## config.mk

```make
export PLATFORM = sky130hd
export DESIGN_NAME = bus_uart_tx
export DESIGN_NICKNAME = d
export VERILOG_FILES = /design/src/rtl/bus_uart_tx.sv
export SDC_FILE = /design/constraint.sdc
export NUM_CORES = 1
export LEC_CHECK = 0
export CAP_MARGIN = 20
export CORE_UTILIZATION = 53
export DETAILED_ROUTE_END_ITERATION = 6
export GPL_ROUTABILITY_DRIVEN = 0
export HOLD_SLACK_MARGIN = 0.1
export PLACE_DENSITY = 0.88
export REMOVE_ABC_BUFFERS = 1
export SYNTH_ARGS = -nofsm -noshare
export SYNTH_HDL_FRONTEND = slang
export SYNTH_SLANG_ARGS = --single-unit
```

## constraint.sdc

```tcl
create_clock -name fastclk -period 3.2 [get_ports fastclk]
set_input_delay 0.32 -clock fastclk [delete_from_list [all_inputs] [get_ports fastclk]]
set_output_delay 0.32 -clock fastclk [all_outputs]
set_load 0.01 [all_outputs]
```

## src/rtl/bus_uart_tx.sv

```systemverilog
// Serialises one captured NUM_BYTES-wide word as back-to-back UART 8N1 frames, byte 0 first.
// Handshake on in_valid/in_ready; every output is a register.
module bus_uart_tx #(
    parameter int CLKS_PER_BIT = 434,
    parameter int NUM_BYTES    = 8
) (
    input  logic                   fastclk,
    input  logic                   reset,
    input  logic [8*NUM_BYTES-1:0] in_data,
    input  logic                   in_valid,
    output logic                   in_ready,
    output logic                   tx,
    output logic                   busy,
    output logic                   frame_done
);
    localparam int W   = 8 * NUM_BYTES;
    localparam int BW  = $clog2(CLKS_PER_BIT);
    localparam int BYW = (NUM_BYTES > 1) ? $clog2(NUM_BYTES) : 1;
    localparam logic [BW-1:0]  BAUD_MAX = BW'(CLKS_PER_BIT - 1);
    localparam logic [BYW-1:0] BYTE_MAX = BYW'(NUM_BYTES - 1);

    typedef enum logic [1:0] {IDLE, START, DATA, STOP} state_t;

    state_t         state_r, state_s;
    logic [BW-1:0]  baud_r, baud_s;
    logic [2:0]     bit_r, bit_s;
    logic [BYW-1:0] byte_r, byte_s;
    logic [W-1:0]   shift_r, shift_s;
    logic [7:0]     cur_byte_s;
    logic           tick_s;
    logic           tx_s, busy_s, ready_s, done_s;

    assign tick_s     = (baud_r == BAUD_MAX);
    assign cur_byte_s = shift_s[7:0];

    // Next-state, counter and registered-output computation.
    always_comb begin
        state_s = state_r;
        baud_s  = baud_r;
        bit_s   = bit_r;
        byte_s  = byte_r;
        shift_s = shift_r;
        done_s  = 1'b0;
        case (state_r)
            IDLE: begin
                baud_s = {BW{1'b0}};
                if (in_valid && in_ready) begin
                    shift_s = in_data;
                    byte_s  = {BYW{1'b0}};
                    bit_s   = 3'd0;
                    state_s = START;
                end else begin
                    state_s = IDLE;
                end
            end
            START: begin
                if (tick_s) begin
                    baud_s  = {BW{1'b0}};
                    bit_s   = 3'd0;
                    state_s = DATA;
                end else begin
                    baud_s = baud_r + BW'(1);
                end
            end
            DATA: begin
                if (tick_s) begin
                    baud_s = {BW{1'b0}};
                    if (bit_r == 3'd7) begin
                        state_s = STOP;
                    end else begin
                        bit_s = bit_r + 3'd1;
                    end
                end else begin
                    baud_s = baud_r + BW'(1);
                end
            end
            STOP: begin
                if (tick_s) begin
                    baud_s = {BW{1'b0}};
                    if (byte_r == BYTE_MAX) begin
                        state_s = IDLE;
                        done_s  = 1'b1;
                    end else begin
                        // Drop the finished byte so the next one sits in the low lane.
                        byte_s  = byte_r + BYW'(1);
                        shift_s = {8'h00, shift_r[W-1:8]};
                        state_s = START;
                    end
                end else begin
                    baud_s = baud_r + BW'(1);
                end
            end
            default: begin
                state_s = IDLE;
                baud_s  = {BW{1'b0}};
            end
        endcase

        case (state_s)
            START:   tx_s = 1'b0;
            DATA:    tx_s = cur_byte_s[bit_s];
            default: tx_s = 1'b1;
        endcase
        busy_s  = (state_s != IDLE);
        ready_s = (state_s == IDLE);
    end

    // State, counters, holding register and outputs.
    always_ff @(posedge fastclk or negedge reset) begin
        if (!reset) begin
            state_r    <= IDLE;
            baud_r     <= {BW{1'b0}};
            bit_r      <= 3'd0;
            byte_r     <= {BYW{1'b0}};
            shift_r    <= {W{1'b0}};
            tx         <= 1'b1;
            busy       <= 1'b0;
            in_ready   <= 1'b0;
            frame_done <= 1'b0;
        end else begin
            state_r    <= state_s;
            baud_r     <= baud_s;
            bit_r      <= bit_s;
            byte_r     <= byte_s;
            shift_r    <= shift_s;
            tx         <= tx_s;
            busy       <= busy_s;
            in_ready   <= ready_s;
            frame_done <= done_s;
        end
    end
endmodule
```

* Word level (Yosys, flattened, before mapping) *
Index checks and enable logic that the tools add are counted.
W data, S select, Z words.

storage, ports and cells
  bits in registers = 85
  logic and storage cells = 60

operators by class
  $add $sub $neg = 3
  magnitude comparators = 1
  equal/unequal tests = 11
  muxes and demuxes = 28
  reductions and logical operators = 7

operators by type and width
  cell                   number
  $mux W64               3
  $pmux W64 S2           1
  $mux W3                7
  $pmux W9 S2            1
  $add A9 B1 Y9 const B  1
  $eq A9 B9 Y1 const B   1
  $mux W9                1
  $pmux W3 S3            1
  $mux W2                4
  $pmux W2 S4            1
  $add A3 B1 Y3 const B  2
  $eq A2 B2 Y1 const B   3
  $eq A3 B3 Y1 const B   2
  $mux W1                6
  $ne A2 B2 Y1 const B   3
  $pmux W3 S2            1
  $eq A2 B1 Y1 const B   2
  $logic_not A2 Y1       2
  $lt A3 B4 Y1 const B   1
  $reduce_and A4 Y1      1
  $reduce_bool A2 Y1     2
  $bmux W1 S3            1
  $reduce_or A3 Y1       1
  $pmux W1 S2            1
  $logic_and A1 B1 Y1    1

* Logic depth before layout (Yosys ltp) *
  word-level depth = 7
  mapped depth = 12

* Worst setup path after synthesis *
OpenSTA, ideal clock, no wires.

  path kind = register to register
  from = reg state_r[0]
  to = reg tx
  setup time = 81 ps
  arrival = 2,452 ps
  path slack = 667 ps
  cell stages (with the launch flop) = 13
  cells stage by stage = dfrtp_1 > inv_1 > ha_1 > and3_1 > clkbuf_1 > and2b_2 > clkbuf_2 > clkbuf_1 > a22oi_1 > a21boi_0 > a2111oi_0 > nor4_1 > o211ai_1

between the ends
  longest elaborated chain between the ends = 5
  elaborated cells on any way between the ends = 16
  classes of those cells = eq/ne: 5; mux: 10; reduce/logical: 1

RTL lines
  what                                                   RTL line  source
  start: declaration                                     24        state_t state_r, state_s;
  start signal: assignment                               121       state_r <= state_s;
  $eq A2 B2 Y1 (tied with other cells)                   44        case (state_r)
  $pmux W3 S3 (tied with other cells)                    44
  $bmux W1 S3 / $pmux W2 S4 (equally long branches)      101, 44
  $mux W1 (implied by the code) (tied with other cells)  101       DATA: tx_s = cur_byte_s[bit_s];
  $pmux W1 S2 (*)                                        99        case (state_s)
  named net tx_s                                         31        logic tx_s, busy_s, ready_s, done_s;
  end signal: assignment                                 126       tx <= tx_s;
  end: declaration                                       12        output logic tx,

Mark *: on every way through the listed nets, which the timed path passes. The rest lies on a longest branch. The select of a mux whose other input is x is not followed.
A chain may end at the register's enable or synchronous reset.

* Worst setup path after layout *
  from = reg baud_r[2]
  to = reg tx

between the ends
  longest elaborated chain between the ends = 6
  elaborated cells on any way between the ends = 15
  classes of those cells = eq/ne: 3; mux: 12

RTL lines
  what                                                RTL line  source
  start: declaration                                  25        logic [BW-1:0] baud_r, baud_s;
  start signal: assignment                            112       baud_r <= {BW{1'b0}};
  start signal: assignment                            122       baud_r <= baud_s;
  $eq A9 B9 Y1 (*)                                    33        assign tick_s = (baud_r == BAUD_MAX);
  $mux W3 (tied with other cells)                     66        if (tick_s) begin
  $pmux W3 S3 / $pmux W64 S2 (equally long branches)  44
  $bmux W1 S3                                         101
  $mux W1 (implied by the code)                       101
  $pmux W1 S2 (*)                                     99
  named net tx_s                                      31

Marked as above.

==> metrics.md <==
| Metric | Value |
|---|---|
| Vias in the first global route | `3,273` |
| Max Fclk | `334 MHz` |
| Final WS setup | `0.206 ns` |
| Layout cell share with drive strength beyond 1 | `7.01%` |
| RSZ-0062 raised after global routing | `no` |
| Finished Cell Area | `0.00511 mm2` |
| Post-synth ARST share | `100%` |
| Clock latency on the worst-skew pair | `0.35 ns` |
| Placed Area | `0.00488 mm2` |
| Initial core utilization | `56.1%` |
| Cell Pwr Density | `538 mW/mm2` |
| WP data required | `3.46 ns` |
| Pint | `1900 uW` |
| Die H | `90.6 um` |
| Max Buffers Root-to-Sink | `2` |
| Post-synthesis cell count | `416` |
| Reg clk slew, reported paths | `0.08 ns` |
| Arrival @ worst endpoint | `3.25 ns` |
| Largest fanout on the critical path | `8` |
| Status | `finished, final reports clean` |
| Switching Fraction | `31.0%` |
| Worst VDD drop | `0.301 mV` |
| Min-Delay Path Class | `primary input to async pin` |
| Synth Warn # | `0` |
| Register Area | `0.00213 mm2` |
| Syn avg cell area | `9.99 um2` |
| Synth-to-layout area growth | `23.0%` |
| Register area share after synthesis | `51.2%` |
| Clock root buffer | `clkbuf_8` |
| Hold WS | `0.454 ns` |
| Largest net degree at the start of global routing | `119` |
| Final period util | `93.6%` |
| Initial antenna violation count | `0` |
| Top cell type's share of synthesized area | `50.6%` |
| Minimum clock period | `2.99 ns` |
| Via count | `3,373` |
| TritonCTS clock tree | `yes` |
| Via/cell ratio | `5.92` |
| Setup TNS | `0 ns` |
| Endpoints failing setup | `0` |
| Dpl ws | `0.322 ns` |
| Area leader, netlist | `dfrtp_1` |
| DRT iter0 DRCs | `198` |
| Die X | `90.6 um` |
| # DRC | `0` |
| CTS Sinks | `85` |
| Worst slew margin | `32.0%` |
| Synth unique cells | `49` |
| Dominant synthesized flop cell | `dfrtp_1` |
| Synthesized cell area | `0.00416 mm2` |
| Clock Power Share | `27.7%` |
| Total chip power | `2750 uW` |
| Final #Nets | `543` |
| Worst slew pin tran | `1.02 ns` |
| Worst clock skew | `0.00869 ns` |
| Drt first pass iters | `7` |
| Slew Limit Fails | `0` |
| Antenna diodes | `0` |
| CORE AREA | `0.00741 mm2` |
| Area of the multi-input gates | `0.00184 mm2` |
| Total CTS buffers | `9` |
| Die area | `0.00820 mm2` |
| All-Layer GR Usage | `22.7%` |
| Max-Cap Viols | `0` |
| Net switching power of the design | `854 uW` |
| Setup crit start kind | `flip-flop` |
| Power share of the combinational group | `23.0%` |
| Leakage power | `0.00212 uW` |
| Cells resized by post-CTS repair | `0` |
| Wirelength per Cell | `15.5 um` |
| Ports | `71` |
| Overflow left after global routing | `0` |
| First-pass GRT wire length | `15,000 um` |
| Site row count | `31` |
| WL final | `8820 um` |
| Number of synthesized flops with an enable pin | `0` |
| Detail Route Antenna Nets | `0` |
| Top post-synthesis cells by area | `dfrtp_1, a22oi_1, o31ai_1, nand2_1, ha_1` |
| #FFs+latches synth | `85` |
| Fin. Hold Viols | `0` |
| Worst-case reg-to-reg path depth | `7` |
| Fillcell total | `556` |
| Sequential power share | `49.4%` |
| HPWL Detailed | `5760 um` |
| Port-buffer cells | `70` |
| Number of H-tree levels | `3` |
| Critical path capture point type | `flip-flop` |
| WS Path Type | `flip-flop to flip-flop` |
kinds of logic after synthesis:
family	after synthesis	share of synthesized area [%]
AO/OA/AOI/OAI	146	25.9
AND/OR/NAND/NOR	118	13.3
flip-flops	85	51.2
buffers and inverters	49	4.90
adder cells (fa/ha/maj)	10	3.01
XOR/XNOR	7	1.47
multiplexers	1	0.241
registers in the layout, indices dropped and copies added, names as in the netlist:
register and cells:
in_ready 1, busy 1, baud_r 9, tx 1, shift_r 64, state_r 2, frame_done 1, bit_r 3
byte_r 3
metrics by stage:
step / utilization, % / std cells
floorplan: - / 380
global route: 69.0 / 570
CTS: 68.5 / 568
detailed placement: 65.8 / 552
finish: 69.0 / 570
global placement: 65.8 / 552
worst max-delay path, stage by stage, from the launching register on:
cell,delay (ns)
dfrtp_1,0.43
or4b_1,0.72
nor4_4,0.56
a22o_1,0.24
a211oi_1,0.06
a2111oi_0,0.56
nor4_1,0.11
o211ai_1,0.23
final timing paths:
check | from | endpoint | slack (ns)
worst max-delay path | baud_r[2] | tx | 0.21
worst min-delay path | reset | baud_r[5] | 0.45
worst max register to register | baud_r[2] | tx | 0.21
worst min register to register | shift_r[31] | shift_r[31] | 0.48
max in group asynchronous | reset | shift_r[56] | 2.15
min in group fastclk | shift_r[31] | shift_r[31] | 0.48
power groups by stage:
stage	Combinational, uW	Sequential [uW]	Clock, uW
3_5_place_dp	627	1380	0
3_3_place_gp	609	1370	0
2_1_floorplan	394	1360	0
4_1_cts	628	1360	777
6_report	632	1360	761
5_1_grt	710	1380	821
synthesized netlist by cell type, drive strengths merged (3+ instances only):
cell and instances:
nand3b 3, nand3 3, xnor2 5, a2111oi 4
a22oi 52, o31ai 50, a21oi 4, a21boi 5
o21ai 12, inv 13, a22o 4, clkbuf 30
nor2 12, nand2 75, dfrtp 84, ha 10
buf 6, a211oi 4, nor3 9, a21o 6
timing repair:
action / CTS / global route
hold buffers: 0 / 1
setup buffers: 0 / 0
hold endpoints to repair: 0 / 32
cells in the final DEF, fill, tap and decap left out, types with 2 or more instances in the layout:
| master | netlist | final |
|---|---|---|
| o211ai_1 | 2 | 2 |
| a21oi_1 | 4 | 4 |
| ha_1 | 10 | 10 |
| nand2_1 | 75 | 75 |
| a2111oi_0 | 3 | 3 |
| a21o_1 | 5 | 4 |
| a21boi_0 | 5 | 5 |
| a22o_1 | 4 | 4 |
| dfrtp_1 | 84 | 84 |
| inv_1 | 13 | 13 |
| nand4_1 | 2 | 2 |
| nand3_1 | 3 | 3 |
| nor3_1 | 9 | 9 |
| nand3b_1 | 2 | 2 |
| a211oi_1 | 4 | 4 |
| nand2b_1 | 2 | 2 |
| nor2_4 | 1 | 2 |
| o31ai_1 | 50 | 50 |
| clkbuf_8 | 0 | 10 |
| clkinvlp_4 | 0 | 2 |
| o21ai_0 | 11 | 11 |
| clkdlybuf4s50_1 | 0 | 69 |
| nor2_1 | 11 | 10 |
| buf_4 | 0 | 3 |
| a22oi_1 | 51 | 51 |
| xnor2_1 | 5 | 5 |
| xor2_1 | 2 | 2 |
area by class of cell:
| cell class | count | area share, % |
|---|---|---|
| inverter | 13 | 0.954 |
| timing repair buffer | 75 | 15.1 |
| tap | 99 | 2.42 |
| multi-input combinational | 282 | 36.0 |
| clock inverter | 5 | 1.15 |
| clock buffer | 11 | 2.76 |
| sequential | 85 | 41.6 |
per-layer routing:
layer,part of all wire (%),GRT usage (%)
met1,44,29.7
met2,48,35.7
met3,6.5,5.81
met4,1.5,9.95
met5,0,0
Note: power is estimated with default switching activity, not from simulation.
